$ cat config.mk
export PLATFORM = sky130hd
export DESIGN_NAME = ov_7670_display
export DESIGN_NICKNAME = d
export VERILOG_FILES = /design/src/rtl/ov_7670_display.sv
export SDC_FILE = /design/constraint.sdc
export NUM_CORES = 1
export LEC_CHECK = 0
export CAP_MARGIN = 20
export CORE_ASPECT_RATIO = 1.5
export CORE_MARGIN = 2
export CORE_UTILIZATION = 40
export DETAILED_ROUTE_END_ITERATION = 16
export GPL_TIMING_DRIVEN = 0
export PLACE_DENSITY = 0.65
export REMOVE_ABC_BUFFERS = 1
export SYNTH_ARGS = -nofsm -noshare
export SYNTH_HDL_FRONTEND = slang
export SYNTH_SLANG_ARGS = --single-unit
$ cat constraint.sdc
create_clock -name clk -period 6.8 [get_ports clk]
set_input_delay 1.36 -clock clk [delete_from_list [all_inputs] [get_ports clk]]
set_output_delay 1.36 -clock clk [all_outputs]
set_load 0.02 [all_outputs]
$ cat src/rtl/ov_7670_display.sv
// ov_7670_display: VGA scan-out engine for the OV7670 640x480 frame buffer.
// Reads 24-bit {R,G,B} pixels at linear address y*H_ACTIVE + x and drives
// RGB888 plus active-low syncs on a divide-by-2 pixel tick.
// Optional feature macro: DISPLAY_TESTPAT_EN (8 vertical colour bars on test_pat).
module ov_7670_display #(
    parameter int H_ACTIVE = 640,
    parameter int H_FP     = 16,
    parameter int H_SYNC   = 96,
    parameter int H_BP     = 48,
    parameter int V_ACTIVE = 480,
    parameter int V_FP     = 10,
    parameter int V_SYNC   = 2,
    parameter int V_BP     = 33,
    parameter int ADDR_W   = 19
) (
    input  logic              clk,
    input  logic              reset,
    input  logic [23:0]       rd_data,
    input  logic              test_pat,
    output logic [ADDR_W-1:0] rd_addr,
    output logic              rd_en,
    output logic [7:0]        vga_r,
    output logic [7:0]        vga_g,
    output logic [7:0]        vga_b,
    output logic              vga_hs,
    output logic              vga_vs,
    output logic              vga_blank_n,
    output logic              frame_start
);

    localparam int H_TOTAL = H_ACTIVE + H_FP + H_SYNC + H_BP;
    localparam int V_TOTAL = V_ACTIVE + V_FP + V_SYNC + V_BP;
    localparam int H_W     = $clog2(H_TOTAL);
    localparam int V_W     = $clog2(V_TOTAL);

    localparam logic [H_W-1:0]    H_LAST = H_W'(H_TOTAL - 1);
    localparam logic [H_W-1:0]    H_ACT  = H_W'(H_ACTIVE);
    localparam logic [H_W-1:0]    H_SS   = H_W'(H_ACTIVE + H_FP);
    localparam logic [H_W-1:0]    H_SE   = H_W'(H_ACTIVE + H_FP + H_SYNC);
    localparam logic [V_W-1:0]    V_LAST = V_W'(V_TOTAL - 1);
    localparam logic [V_W-1:0]    V_ACT  = V_W'(V_ACTIVE);
    localparam logic [V_W-1:0]    V_SS   = V_W'(V_ACTIVE + V_FP);
    localparam logic [V_W-1:0]    V_SE   = V_W'(V_ACTIVE + V_FP + V_SYNC);
    localparam logic [ADDR_W-1:0] A_LAST = ADDR_W'(H_ACTIVE * V_ACTIVE - 1);

    logic              tick_q;
    logic [H_W-1:0]    h_cnt_q, h_cnt_d;
    logic [V_W-1:0]    v_cnt_q, v_cnt_d;
    logic [ADDR_W-1:0] addr_q, addr_d, addr_cur;
    logic              active, hs_raw, vs_raw, origin;
    logic              act_s1_q, hs_s1_q, vs_s1_q;
    logic [23:0]       rgb_d;

`ifdef DISPLAY_TESTPAT_EN
    localparam logic [H_W-1:0] BAR_C = H_W'(H_ACTIVE / 8);
    logic       pat_s1_q;
    logic [2:0] bar_s1_q;
    logic [2:0] bar_idx;
    logic [2:0] bar_rgb;
`else
    logic unused_test_pat;
    assign unused_test_pat = test_pat;
`endif

    // Stage 0: raster decode, read strobe/address and next counter values
    always_comb begin
        active   = (h_cnt_q < H_ACT) && (v_cnt_q < V_ACT);
        hs_raw   = !((h_cnt_q >= H_SS) && (h_cnt_q < H_SE));
        vs_raw   = !((v_cnt_q >= V_SS) && (v_cnt_q < V_SE));
        origin   = (h_cnt_q == '0) && (v_cnt_q == '0);
        addr_cur = origin ? '0 : addr_q;
`ifdef DISPLAY_TESTPAT_EN
        rd_en    = tick_q && active && !test_pat;
        bar_idx  = 3'(h_cnt_q / BAR_C);
`else
        rd_en    = tick_q && active;
`endif
        rd_addr     = addr_cur;
        frame_start = tick_q && origin;
        h_cnt_d  = h_cnt_q;
        v_cnt_d  = v_cnt_q;
        addr_d   = addr_q;
        if (tick_q) begin
            h_cnt_d = (h_cnt_q == H_LAST) ? '0 : h_cnt_q + 1'b1;
            if (h_cnt_q == H_LAST)
                v_cnt_d = (v_cnt_q == V_LAST) ? '0 : v_cnt_q + 1'b1;
            // address advances on every active pixel, even while the test
            // pattern suppresses reads, so the map stays frame-locked
            if (active)
                addr_d = (addr_cur == A_LAST) ? '0 : addr_cur + 1'b1;
        end
    end

    // Pixel tick, raster counters and the one-pixel delay of stage-0 flags
    always_ff @(posedge clk or negedge reset) begin
        if (!reset) begin
            tick_q   <= 1'b0;
            h_cnt_q  <= '0;
            v_cnt_q  <= '0;
            addr_q   <= '0;
            act_s1_q <= 1'b0;
            hs_s1_q  <= 1'b1;
            vs_s1_q  <= 1'b1;
`ifdef DISPLAY_TESTPAT_EN
            pat_s1_q <= 1'b0;
            bar_s1_q <= '0;
`endif
        end else begin
            tick_q  <= !tick_q;
            h_cnt_q <= h_cnt_d;
            v_cnt_q <= v_cnt_d;
            addr_q  <= addr_d;
            if (tick_q) begin
                act_s1_q <= active;
                hs_s1_q  <= hs_raw;
                vs_s1_q  <= vs_raw;
`ifdef DISPLAY_TESTPAT_EN
                pat_s1_q <= test_pat;
                bar_s1_q <= bar_idx;
`endif
            end
        end
    end

    // Stage 1 colour select: RAM data, colour bar or black outside the active area
    always_comb begin
        rgb_d = '0;
`ifdef DISPLAY_TESTPAT_EN
        case (bar_s1_q)
            3'd0:    bar_rgb = 3'b111;
            3'd1:    bar_rgb = 3'b110;
            3'd2:    bar_rgb = 3'b011;
            3'd3:    bar_rgb = 3'b010;
            3'd4:    bar_rgb = 3'b101;
            3'd5:    bar_rgb = 3'b100;
            3'd6:    bar_rgb = 3'b001;
            default: bar_rgb = 3'b000;
        endcase
        if (act_s1_q)
            rgb_d = pat_s1_q ? {{8{bar_rgb[2]}}, {8{bar_rgb[1]}}, {8{bar_rgb[0]}}} : rd_data;
`else
        if (act_s1_q)
            rgb_d = rd_data;
`endif
    end

    // Output registers load on the non-tick cycle, when the RAM data of the
    // previous tick is valid, so every output is one pixel behind the counters
    always_ff @(posedge clk or negedge reset) begin
        if (!reset) begin
            vga_r       <= '0;
            vga_g       <= '0;
            vga_b       <= '0;
            vga_hs      <= 1'b1;
            vga_vs      <= 1'b1;
            vga_blank_n <= 1'b0;
        end else if (!tick_q) begin
            {vga_r, vga_g, vga_b} <= rgb_d;
            vga_hs      <= hs_s1_q;
            vga_vs      <= vs_s1_q;
            vga_blank_n <= act_s1_q;
        end
    end

endmodule
==> results_dict.tcl, run 1 <==
set metrics [dict create \
    async_flop_share 1.000 \
    maxCapViolCount 0 \
    cts_buffers 9 \
    dp_cells 551 \
    vdd_ir_drop_max_mv 0.1516 \
    syn2layout_area_growth_pct 30.29 \
    ios 75 \
    cts_tree "yes" \
    place_congestion 0.8667 \
    ys.flop_type "dfrtp_1" \
    whs_ns 0.4809 \
    first_pass_iters 4 \
    fin_skew_ns 0.004028 \
    reg2regPathDepth 10 \
    synth.most_common_cell "nand2_1" \
    ys_seq_elements 70 \
    vias 2956 \
    cts.path.max_buffers 2 \
    grt_usage 0.1751 \
    grt_setup_unrepaired "false" \
    crit_required_ns 5.44 \
    p_leak_uw 0.002101 \
    drt_wl_total_um 7852 \
    syn_area_per_cell_um2 9.123 \
    syn_inst 388 \
    finalMaxSlewViolations 0 \
    critical_path_arrival_ns 3.26 \
    cts-htree-levels 3 \
    drt_iter0_drc 206 \
    dieArea_um2 9633 \
    start_util 0.4058 \
    timing.rr.end "addr_q[9]$_DFFE_PN0P_" \
    antenna_found_initial 0 \
    hp-class "reg -> reg" \
    grt_pass1_vias 2942 \
    port-buffer-count 73 \
    reg2reg_from "v_cnt_q[4]$_DFFE_PN0P_" \
    clk_latency_ns 0.33 \
    ctsHoldBuffers 0 \
    p_per_area_nw_per_um2 201.4 \
    crit_path_end_kind "primary output" \
    final_cells 568 \
    cp_max_fo 26 \
    synth_area_leaders "dfrtp_1, nand2_1, o21ai_0, nor2b_1, dfstp_2" \
    grt_pass1_wl_um 13340 \
    ys_warn_count 0 \
    die_w_um 80.81 \
    row_count 42 \
    worst_slew_pin_slew_ns 0.9383 \
    die_h_um 119.2 \
    ff_latch_area_um2 1758 \
    hold_depth 2 \
    fillers 807 \
    fin_crit_ns 4.618 \
    cts.sinks 70 \
    crit_path_start_kind "flop" \
    synth_seq_area_share 0.4963 \
    tns_ns 0 \
    ff2ff_setup_slack_ns 2.68 \
    synth-edff-count 0 \
    setup.worst_path.class "reg -> out" \
    drc_errors 0 \
    outcome "complete, no violations" \
    ys_types 52 \
    min_period_over_period 0.6790 \
    synth_top_area_frac 0.4666 \
    synth_area_leader_cell "dfrtp_1" \
    hold_start "vga_r[5]$_DFFE_PN0N_" \
    netlist_area_um2 3540 \
    multi_input_area_um2 1664 \
    postCtsSetupRepairBufs 0 \
    path_clk_slew_ns 0.05 \
    dp_hpwl_um 5245 \
    grt_max_degree 71 \
    hold_path_end "vga_r[5]$_DFFE_PN0N_" \
    fp.coreArea_um2 8723 \
    fmax_ghz 0.2166 \
    setup_viol 0 \
    n_antenna_cell 0 \
    antenna_left 0 \
    final_layout_size_suffix_gt1_frac 0.06987 \
    grt-ovfl-total 0 \
    synth_common_cells "nand2_1, dfrtp_1, o21ai_0" \
    cts_resized 0 \
    relSlewSlack 0.3744 \
    clock_tree.root_cell "clkbuf_16" \
    finalHoldViolations 0 \
    wl_per_cell_um 13.82 \
    post_drt_via_cell_ratio 5.204 \
    nNetsFinal 485 \
]
## worst max path at each step
stage	start	endpoint	slack [ns]
3_5_place_dp	tick_q$_DFF_PN0_	rd_en	2.13
3_3_place_gp	tick_q$_DFF_PN0_	rd_en	1.60
6_report	v_cnt_q[4]$_DFFE_PN0P_	rd_addr[0]	2.18
4_1_cts	tick_q$_DFF_PN0_	rd_en	1.77
5_1_grt	h_cnt_q[5]$_DFFE_PN0P_	rd_addr[1]	1.98
2_1_floorplan	tick_q$_DFF_PN0_	rd_en	3.10
## through the flow
stage	util	area, µm²	worst slack (ns)	power (µW)
final	0.5287	4612	2.183	928.8
after global routing	0.5287	4612	1.976	964.5
after CTS	0.5270	4597	1.767	940.7
after detailed placement	0.4946	4314	2.129	491.0
after global placement	0.4947	4315	1.604	490.9
after floorplan	-	3447	3.101	452.1
## flip-flops by register name (all words and copies together), names as in the netlist
| signal | cells |
|---|---|
| act_s1_q | 1 |
| addr_q | 19 |
| h_cnt_q | 10 |
| hs_s1_q | 1 |
| tick_q | 1 |
| v_cnt_q | 10 |
| vga_b | 8 |
| vga_blank_n | 1 |
| vga_g | 8 |
| vga_hs | 1 |
| vga_r | 8 |
| vga_vs | 1 |
| vs_s1_q | 1 |
## worst max-delay path, cell delays in order (launching register included)
cell and delay, ns:
dfrtp_1 0.45, or4_1 0.56, and4bb_4 0.42, and2_1 0.76
nor2b_1 0.15, clkdlybuf4s50_1 0.59
## placed cells by master (no fill, tap or decap), types with 2 or more instances in the layout
master	netlist	final
xnor2_1	6	6
a21oi_1	6	6
o211ai_1	3	3
o21ai_0	37	37
nor4_1	2	2
inv_1	7	7
or3_1	2	2
o21ai_1	4	4
clkbuf_16	0	9
o31ai_1	5	5
nand2b_1	4	4
a31oi_1	3	3
clkdlybuf4s50_1	0	72
nand2_1	93	93
mux2i_1	2	2
nand3_1	15	15
nor2_1	15	15
o311ai_0	2	2
a22o_1	2	2
o311ai_1	2	2
and3_1	7	7
o41ai_1	2	2
clkinv_2	0	4
clkbuf_1	15	2
and2_1	6	6
xor2_1	5	5
nand4_1	11	11
mux2_2	3	3
and4_1	2	2
nor2b_1	20	20
dfstp_2	4	4
or4_1	3	3
nor3_1	7	7
ha_1	5	5
dfrtp_1	66	65
## cell families (layout without fill, tap and decap cells)
kind of cell / after synthesis / in the layout / synth area share
simple gates: 197 / 197 / 0.2810
xor+xnor: 11 / 11 / 0.02722
flops: 70 / 70 / 0.4963
buf+inv: 27 / 97 / 0.03358
mux: 5 / 5 / 0.01520
compound gates: 73 / 73 / 0.1290
fa+ha+maj: 5 / 5 / 0.01767
## power by group
group | internal (µW) | switching [µW]
Clock | 281 | 165
Combinational | 28.7 | 26.4
Sequential | 424 | 3.53
## area by class of cell
cell class,count,area share
tap,110,0.02984
inverter,7,0.005697
multi-input combinational,291,0.3608
timing repair buffer,74,0.1612
sequential,70,0.3812
clock inverter,5,0.01085
clock buffer,11,0.05046
## routing by layer
layer	vias to the layer above	routed length [µm]	track usage
met5	-	0	0
met4	0	207	0.1017
met3	17	381	0.03030
met2	81	3789	0.2882
met1	1384	3474	0.2104
li1	1474	-	-
(Power assumes the default switching activity.)
==> inputs of run 2 (changes only) <==
--- a/config.mk
+++ b/config.mk
@@ -11,7 +11,7 @@
 export CORE_UTILIZATION = 40
 export DETAILED_ROUTE_END_ITERATION = 16
 export GPL_TIMING_DRIVEN = 0
-export PLACE_DENSITY = 0.65
+export PLACE_DENSITY = 0.68
 export REMOVE_ABC_BUFFERS = 1
 export SYNTH_ARGS = -nofsm -noshare
 export SYNTH_HDL_FRONTEND = slang
==> constraint.sdc (replaced) <==
create_clock -name clk -period 3.8 [get_ports clk]
set_input_delay 0.76 -clock clk [delete_from_list [all_inputs] [get_ports clk]]
set_output_delay 0.76 -clock clk [all_outputs]
set_load 0.02 [all_outputs]
==> run 2 against run 1 <==
Effect of this change:
- critical path depth did not move
- clock-buffer cell count rose by 3
- hold slack improved by 0.00086 ns
- sequential cell count did not move
- combinational power rose by 77%
- global-route usage fell by 0.50 points
- cell count rose by 0.35%
- total power rose by 74%
- register-to-register slack got worse by 2.4 ns
- setup slack got worse by 1.9 ns
- non-clock buffer count rose by 1
- design area fell by 0.11%
==> results_dict.tcl, run 2 (synthesis results as in run 1) <==
set metrics [dict create \
    finalMaxSlewViolations 0 \
    reg2regPathDepth 10 \
    layout_common_cells "nand2_1, clkdlybuf4s50_1, dfrtp_1, o21ai_0, nor2b_1" \
    final_layout_size_suffix_gt1_frac 0.07174 \
    crit_path_start_kind "flop" \
    cts.path.max_buffers 2 \
    final_cell_area_um2 4607 \
    p_leak_uw 0.002100 \
    grt_pass1_wl_um 12920 \
    dpl_cell_area_um2 4314 \
    hold_start "vga_g[4]$_DFFE_PN0N_" \
    die_h_um 119.2 \
    final_common_cell "nand2_1" \
    dieArea_um2 9633 \
    dp_cells 551 \
    path_clk_slew_ns 0.05 \
    row_count 42 \
    fillers 831 \
    antenna_found_initial 0 \
    fmax_ghz 0.2844 \
    cts_tree "yes" \
    top_register "addr_q" \
    drt_wl_total_um 7848 \
    outcome "complete, no violations" \
    cts.sinks 70 \
    largest_register_ffs 19 \
    cp_max_fo 26 \
    clk_latency_ns 0.33 \
    port-buffer-count 73 \
    fin_skew_ns 0.007292 \
    die_w_um 80.81 \
    place_congestion 0.8181 \
    final_cells 570 \
    vias 3006 \
    post_drt_via_cell_ratio 5.274 \
    maxCapViolCount 0 \
    dp_hpwl_um 4991 \
    syn2layout_area_growth_pct 30.15 \
    relSlewSlack 0.4181 \
    reg2reg_from "h_cnt_q[5]$_DFFE_PN0P_" \
    timing.rr.end "addr_q[9]$_DFFE_PN0P_" \
    drc_errors 0 \
    first_pass_iters 4 \
    ff2ff_setup_slack_ns 0.32 \
    cts-htree-levels 3 \
    slowest_delay_ns 0.55 \
    fin_crit_ns 3.517 \
    crit_buf_inv 1 \
    hp-class "reg -> reg" \
    antenna_left 0 \
    drt_iter0_drc 153 \
    nNetsFinal 487 \
    fp.coreArea_um2 8723 \
    crit_path_end_kind "primary output" \
    hold_depth 2 \
    hold_path_end "vga_g[4]$_DFFE_PN0N_" \
    start_util 0.4058 \
    clock_tree.root_cell "clkbuf_16" \
    cts_buffers 9 \
    critical_path_arrival_ns 2.76 \
    grt-ovfl-total 0 \
    crit_required_ns 3.04 \
    ios 75 \
    grt_setup_unrepaired "false" \
    grt_pass1_vias 2832 \
    grt_usage 0.1701 \
    min_period_over_period 0.9254 \
    n_antenna_cell 0 \
    worstPathCellList "or3_1 -> nor4b_4 -> and2_4 -> nor2b_1 -> clkdlybuf4s50_1" \
    p_per_area_nw_per_um2 350.3 \
    cpLargestDelayFamily "simple AND/OR/NAND/NOR gates" \
    vdd_ir_drop_max_mv 0.2298 \
    grt_max_degree 71 \
    setup_viol 0 \
    finalHoldViolations 0 \
    setup.worst_path.class "reg -> out" \
    worst_slew_pin_slew_ns 0.8729 \
    wl_per_cell_um 13.77 \
    slowest_stage "clkdlybuf4s50_1" \
    reg.largest.list "addr_q (19), h_cnt_q (10), v_cnt_q (10)" \
    ff_latch_area_um2 1760 \
    multi_input_area_um2 1675 \
    ctsHoldBuffers 0 \
]
## run 2: final cells by class
class | instances | share of cell area
sequential | 70 | 0.3821
inverter | 7 | 0.005703
clock inverter | 2 | 0.002173
tap | 110 | 0.02988
multi-input combinational | 292 | 0.3637
timing repair buffer | 75 | 0.1613
clock buffer | 14 | 0.05513
## run 2: worst max path at each step
stage | startpoint | endpoint | slack, ns | cells past startpoint
after global placement | tick_q$_DFF_PN0_ | rd_en | -0.73 | 4
after global routing | h_cnt_q[5]$_DFFE_PN0P_ | addr_q[10]$_DFFE_PN0P_ | 0.06 | 10
after floorplan | v_cnt_q[5]$_DFFE_PN0P_ | addr_q[13]$_DFFE_PN0P_ | 0.22 | 10
after detailed placement | h_cnt_q[5]$_DFFE_PN0P_ | addr_q[13]$_DFFE_PN0P_ | -0.33 | 10
after CTS | h_cnt_q[5]$_DFFE_PN0P_ | addr_q[9]$_DFFE_PN0P_ | 0.15 | 10
final | h_cnt_q[5]$_DFFE_PN0P_ | rd_addr[0] | 0.28 | 5
## run 2: repair_timing
item / in CTS / in global routing
hold endpoints to repair: 0 / 0
setup buffers: 2 / 0
cloned: 1 / 0
gates resized for setup: 3 / 1
pin swaps: 1 / 1
setup endpoints to repair: 29 / 5
## run 2: tightest hold or removal path, delay by kind of cell (launching register included)
kind	cells	cell delay, ns
compound gates	1	0.05
flops	1	0.34
simple gates	1	0.05
## run 2: stage by stage
stage | setup WS (ns) | util | hold slack (ns) | TNS, ns | power [µW]
6_report | 0.2834 | 0.5281 | 0.4818 | 0 | 1614
5_1_grt | 0.05543 | 0.5281 | 0.5013 | 0 | 1666
3_5_place_dp | -0.3259 | 0.4946 | 0.4720 | -2.597 | 878.1
2_1_floorplan | 0.2210 | - | 0.4585 | 0 | 809.0
3_3_place_gp | -0.7319 | 0.4947 | 0.4670 | -33.21 | 877.9
4_1_cts | 0.1541 | 0.5278 | 0.4863 | 0 | 1630
## run 2: metal layers
layer	wire length, µm	share of wire	track usage
met1	3578	0.46	0.2141
met2	3830	0.49	0.2846
met3	282	0.036	0.01970
met4	156	0.020	0.08263
met5	0	0	0
## run 2: power by group
part / total, µW / switching, µW / leakage, µW / internal, µW
clock network: 750 / 293 / 0.000131 / 458
registers: 766 / 6.31 / 0.000874 / 759
logic: 97.7 / 46.3 / 0.00110 / 51.4
